<file path="src/rtl/sha_miner_pkg.sv">
// Shared definitions for the SHA-256 mining front end.
// Holds the nonce loader FSM state encoding and the message layout constants
// used by the loader and by the top level that pairs it with the hasher.
package sha_miner_pkg;

  // Message layout of the hasher input block.
  localparam int MSG_WORDS        = 20;
  localparam int HASH_WORDS       = 8;

  // Default header template size and nonce position inside the message.
  localparam int DEF_HDR_WORDS    = 19;
  localparam int DEF_NONCE_OFFSET = 19;

  typedef enum logic [3:0] {
    IDLE,
    COPY_RD,
    COPY_WR,
    WR_NONCE,
    HSTART,
    HLAUNCH,
    HWAIT,
    RD_H0,
    CHK
  } state_t;

endpackage

</file>
<file path="src/rtl/sha256_nonce_loader.sv">
// Nonce loader / search controller in front of simplified_sha256.
// Copies the header template into the hasher message area once, then for
// every nonce in the requested range writes the nonce word, launches the
// hasher, waits for it, reads h0 back and compares it against the target.
//
// Ports:
//   clk, reset_n          clock, asynchronous active-low reset
//   start                 begin a search (sampled only while idle)
//   header_addr           word address of the header template
//   message_addr          word address of the hasher message area
//   output_addr           word address where the hasher leaves h0
//   nonce_start/count     first nonce and number of nonces to try
//   target                success when h0 < target (unsigned)
//   hash_done/hash_start  hasher handshake (done level / start pulse)
//   mem_*                 shared single-port memory; mem_sel=1 means we own it
//   done                  high while idle
//   found/found_nonce/found_hash0  result of the last search
module sha256_nonce_loader
  import sha_miner_pkg::*;
#(
  parameter int HDR_WORDS    = DEF_HDR_WORDS,
  parameter int NONCE_OFFSET = DEF_NONCE_OFFSET
) (
  input  logic        clk,
  input  logic        reset_n,
  input  logic        start,
  input  logic [15:0] header_addr,
  input  logic [15:0] message_addr,
  input  logic [15:0] output_addr,
  input  logic [31:0] nonce_start,
  input  logic [15:0] nonce_count,
  input  logic [31:0] target,
  input  logic        hash_done,
  output logic        hash_start,
  output logic        mem_clk,
  output logic        mem_sel,
  output logic        mem_we,
  output logic [15:0] mem_addr,
  output logic [31:0] mem_write_data,
  input  logic [31:0] mem_read_data,
  output logic        done,
  output logic        found,
  output logic [31:0] found_nonce,
  output logic [31:0] found_hash0
);

  localparam logic [15:0] LAST_K  = 16'(HDR_WORDS - 1);
  localparam logic [15:0] NONCE_W = 16'(NONCE_OFFSET);

  state_t      state, state_next;
  logic [15:0] k;
  logic [15:0] iter;
  logic [31:0] nonce;
  logic [15:0] hdr_base;
  logic [15:0] msg_base;
  logic [15:0] out_base;
  logic [15:0] count;
  logic [31:0] target_lat;

  logic        hit;
  logic        last_iter;

  assign mem_clk   = clk;
  assign hit       = (mem_read_data < target_lat);
  assign last_iter = (iter == count - 16'd1);

  // State register.
  always_ff @(posedge clk or negedge reset_n) begin
    if (!reset_n) state <= IDLE;
    else          state <= state_next;
  end

  // Next-state logic.
  always_comb begin
    state_next = state;
    unique case (state)
      IDLE:     if (start) state_next = (nonce_count == 16'd0) ? IDLE : COPY_RD;
      COPY_RD:  state_next = COPY_WR;
      COPY_WR:  state_next = (k == LAST_K) ? WR_NONCE : COPY_RD;
      WR_NONCE: state_next = HSTART;
      HSTART:   state_next = HLAUNCH;
      // Dead cycle: gives the hasher time to drop hash_done after the start.
      HLAUNCH:  state_next = HWAIT;
      HWAIT:    if (hash_done) state_next = RD_H0;
      RD_H0:    state_next = CHK;
      CHK: begin
        if (hit || last_iter) state_next = IDLE;
        else                  state_next = WR_NONCE;
      end
      default:  state_next = IDLE;
    endcase
  end

  // Outputs decoded from the state; idle values double as reset values.
  always_comb begin
    done           = 1'b0;
    hash_start     = 1'b0;
    mem_sel        = 1'b1;
    mem_we         = 1'b0;
    mem_addr       = 16'd0;
    mem_write_data = 32'd0;
    unique case (state)
      IDLE:     done = 1'b1;
      COPY_RD:  mem_addr = header_addr_k();
      COPY_WR: begin
        mem_addr       = msg_base + k;
        mem_we         = 1'b1;
        mem_write_data = mem_read_data;
      end
      WR_NONCE: begin
        mem_addr       = msg_base + NONCE_W;
        mem_we         = 1'b1;
        mem_write_data = nonce;
      end
      HSTART: begin
        hash_start = 1'b1;
        mem_sel    = 1'b0;
      end
      HLAUNCH:  mem_sel  = 1'b0;
      HWAIT:    mem_sel  = 1'b0;
      RD_H0:    mem_addr = out_base;
      CHK:      ;
      default:  ;
    endcase
  end

  function automatic logic [15:0] header_addr_k();
    return hdr_base + k;
  endfunction

  // Counters, latched search parameters and result registers.
  always_ff @(posedge clk or negedge reset_n) begin
    if (!reset_n) begin
      k           <= 16'd0;
      iter        <= 16'd0;
      nonce       <= 32'd0;
      hdr_base    <= 16'd0;
      msg_base    <= 16'd0;
      out_base    <= 16'd0;
      count       <= 16'd0;
      target_lat  <= 32'd0;
      found       <= 1'b0;
      found_nonce <= 32'd0;
      found_hash0 <= 32'd0;
    end else begin
      unique case (state)
        IDLE: begin
          if (start) begin
            hdr_base    <= header_addr;
            msg_base    <= message_addr;
            out_base    <= output_addr;
            count       <= nonce_count;
            target_lat  <= target;
            nonce       <= nonce_start;
            k           <= 16'd0;
            iter        <= 16'd0;
            found       <= 1'b0;
            found_nonce <= 32'd0;
            found_hash0 <= 32'd0;
          end
        end
        COPY_WR: k <= k + 16'd1;
        CHK: begin
          if (hit) begin
            found       <= 1'b1;
            found_nonce <= nonce;
            found_hash0 <= mem_read_data;
          end else if (!last_iter) begin
            nonce <= nonce + 32'd1;
            iter  <= iter + 16'd1;
          end
        end
        default: ;
      endcase
    end
  end

endmodule
</file>
<file path="config.mk">
export PLATFORM = sky130hd
export DESIGN_NAME = sha256_nonce_loader
export DESIGN_NICKNAME = d
export VERILOG_FILES = /design/src/rtl/sha_miner_pkg.sv /design/src/rtl/sha256_nonce_loader.sv
export SDC_FILE = /design/constraint.sdc
export NUM_CORES = 1
export LEC_CHECK = 0
export ABC_AREA = 1
export CAP_MARGIN = 5
export CORE_MARGIN = 4
export CORE_UTILIZATION = 40
export DETAILED_ROUTE_END_ITERATION = 8
export PLACE_DENSITY = 0.71
export SETUP_SLACK_MARGIN = 0.05
export SLEW_MARGIN = 20
export SYNTH_ARGS = -nofsm -noshare
export SYNTH_HDL_FRONTEND = slang
export SYNTH_SLANG_ARGS = --single-unit
</file>
<file path="constraint.sdc">
create_clock -name clk -period 2.8 [get_ports clk]
set_input_delay 0.28 -clock clk [delete_from_list [all_inputs] [get_ports clk]]
set_output_delay 0.28 -clock clk [all_outputs]
set_load 0.02 [all_outputs]
</file>
==> results.ini <==
[clock_tree]
cts_tree=done
clk_latency_ns=0.68
clk_pin_slew_worst_paths_ns=0.06

[layout]
utilization_pct=56.3
layout_commonest_cell=nand2_1
area_delta_synth_final_pct=37.7
nets=2546
most-common-layout-cells=nand2_1, dfrtp_1, clkdlybuf4s50_1
drive_above_1_share_pct=13.4

[grt]
grt_use_total_pct=26.6
grt_max_degree=87
gr-total-overflow=0
grt_pass1_vias=14300
grt_pass1_wl_um=82200
antenna_found_initial=1

[routing]
vias_per_cell=5.31
avgRoutedWirePerCell_um=19.1
drt_first_pass_iters=6
ant_nets=0
routed_wl_um=53400
drcViolationCount=0
drt-initial-drc-count=1095
num_vias=14800

[timing]
finalSetupViolCount=15
postLayoutSetupSlackWorst_ns=-0.540
whs_ns=0.139
min_period_over_period_pct=119
fmax_mhz=299
drv_slew=0
rsz0062_at_grt=true
finalHoldViolCount=0
final.setup.tns_ns=-5.82
layout_min_cycle_time_ns=3.34
tightestPinTransition_ns=0.918
fin_worst_skew_ns=0.0134
relSlewSlack_pct=38.8

[synthesis]
synth_flop_cell=dfrtp_1
synthArstFlopShare_pct=100
synth.yosys.seq_area_share_pct=40.2
synthesis.area_um2=14300
synth_top_cell_by_area=dfrtp_1
yosysTopAreaCellShare_pct=40.2
syn_inst=1966
yosysUniqueCellTypes=42
yosysWarnings=0
synthTopCellsByArea=dfrtp_1, nand2_1, nand3_1
synth_fp_nets=2198
syn_avg_cell_area_um2=7.26
ys_ff_latch=229
synth-edff-count=0

[setup_path]
reg2reg_depth=9
path_class=reg -> out
path_cells=nor2_2, inv_2, nor2_4, buf_12, nor2_1, ha_1, buf_4, a21o_1, a31oi_1, nor3_1, nor2_1, nand3_1, nand3_1, nand3_1, buf_6
cp_slowest_cell=dfrtp_1
worstPathMaxFanout=9
end_kind=output port
crit_top_cell=nand3_1
cp.arrival_ns=3.06
critPathLaunchType=register
worst_ep_required_time_ns=2.52
slowest_delay_ns=0.39

[pwr]
power.density_nw_per_um2=1020
seqPwrFrac_pct=27.6
clock_power_share_pct=21.2
switchingPower_uw=8680
pwr-share-comb_pct=51.2
sw_frac_of_total_pct=43.4
vdd_drop_max_mv=0.735
p_int_uw=11300
total_leakage_power_uw=0.00967

[placed_design]
gp_congestion=0.962
port_buffers=281
hpwl_um=40000
pre_cts_slack_ns=-0.438

[die]
rows=68
core_area_um2=34900
die_h_um=197
die_area_um2=38800
dieWidth_um=197
ioPinCount=282
start_util_pct=40.9

[run_status]
outcome=finished with violations
failed_checks=setup timing

[min_path]
hold_path_depth=3
hold_class=in -> reg

[run]
drv_cap=0

==> through the flow <==
step / instances / area [µm²] / power, µW
6_report: 2791 / 19600 / 20000
5_1_grt: 2791 / 19600 / 21400
4_1_cts: 2782 / 19400 / 19600
3_5_place_dp: 2722 / 18200 / 15300
3_3_place_gp: 2722 / 18200 / 15100
2_1_floorplan: 1966 / 14300 / 10900
==> timing repair <==
| item | CTS | global route |
|---|---|---|
| endpoints found under the hold margin | 71 | 0 |
| resized for setup | 160 | 113 |
| buffers inserted | 5 | 10 |
| pin swaps | 9 | 11 |
| setup endpoints to repair | 48 | 97 |
| hold buffers | 1 | 0 |
==> synthesized netlist by cell type, types with 4 or more instances <==
cell type and number:
nand2_1 578, dfrtp_1 229, inv_1 190, nand3_1 190, o21ai_0 157, nor2_1 132
a21oi_1 67, ha_1 66, nand4_1 60, clkbuf_1 53, xor2_1 44, o22ai_1 39
nor3_1 27, buf_2 22, nor4_1 12, xnor2_1 10, a21o_1 9, nor2_2 9
a31oi_1 7, buf_6 7, buf_1 6, o21bai_1 6, inv_2 5, clkinv_1 4
o211ai_1 4
==> final cells by class <==
cell class	instances	area [µm²]
fillers	3286	15200
clock inverters	10	155
flip-flops and latches	229	5730
clock buffers	45	946
well taps	455	569
multi-input cells	1444	7660
diodes	1	2.50
repair buffers	408	3820
inverters	199	761
==> worst paths after layout <==
check	from	slack, ns	end
worst min register to register	out_base[15]$_DFFE_PN0P_	0.48	out_base[15]$_DFFE_PN0P_
worst max-delay path	state[3]$_DFFE_PN0P_	-0.54	mem_addr[14]
max in group asynchronous	reset_n	1.83	found_hash0[2]$_DFFE_PN0P_
worst max register to register	state[1]$_DFFE_PN0P_	0.33	k[11]$_DFFE_PN0P_
worst min-delay path	output_addr[4]	0.14	out_base[4]$_DFFE_PN0P_
min in group asynchronous	reset_n	0.19	nonce[19]$_DFFE_PN0P_
==> flip-flops by register name, summed over array words and instances, names as in the netlist <==
name / count
found: 1
hdr_base: 16
out_base: 16
target_lat: 32
found_nonce: 32
found_hash0: 32
nonce: 32
iter: 16
count: 16
k: 16
state: 4
msg_base: 16
==> power groups by stage <==
stage,Clock (µW),Combinational (µW),Sequential [µW]
3_3_place_gp,48.0,9510,5500
4_1_cts,4330,9810,5500
2_1_floorplan,41.7,5450,5420
3_5_place_dp,48.0,9680,5530
6_report,4240,10200,5520
5_1_grt,4450,11300,5660
==> layer usage <==
layer	up-vias	track usage, %	share of wire, %
met5	-	0	0
met3	90	2.97	5.8
met4	0	7.42	3.3
li1	7170	-	-
met2	511	43.6	47
met1	7060	37.6	44
==> worst max-delay path: cells and delay by family, from the launching register on <==
| family | cells | cell delay, ns |
|---|---|---|
| AOI/OAI and AO/OA | 2 | 0.38 |
| adders and majority gates | 1 | 0.31 |
| buffers and inverters | 4 | 0.52 |
| DFF | 1 | 0.39 |
| and+or+nand+nor | 8 | 0.78 |
==> kinds of logic after synthesis <==
| logic type | count (synthesis) | synth area share (%) |
|---|---|---|
| and+or+nand+nor | 1023 | 30.7 |
| AOI/OAI and AO/OA | 299 | 11.4 |
| adders and majority gates | 68 | 6.07 |
| xor gates and xnor gates | 54 | 3.31 |
| DFF | 229 | 40.2 |
| buffers and inverters | 293 | 8.37 |
Power figures use the tool's default switching activity.
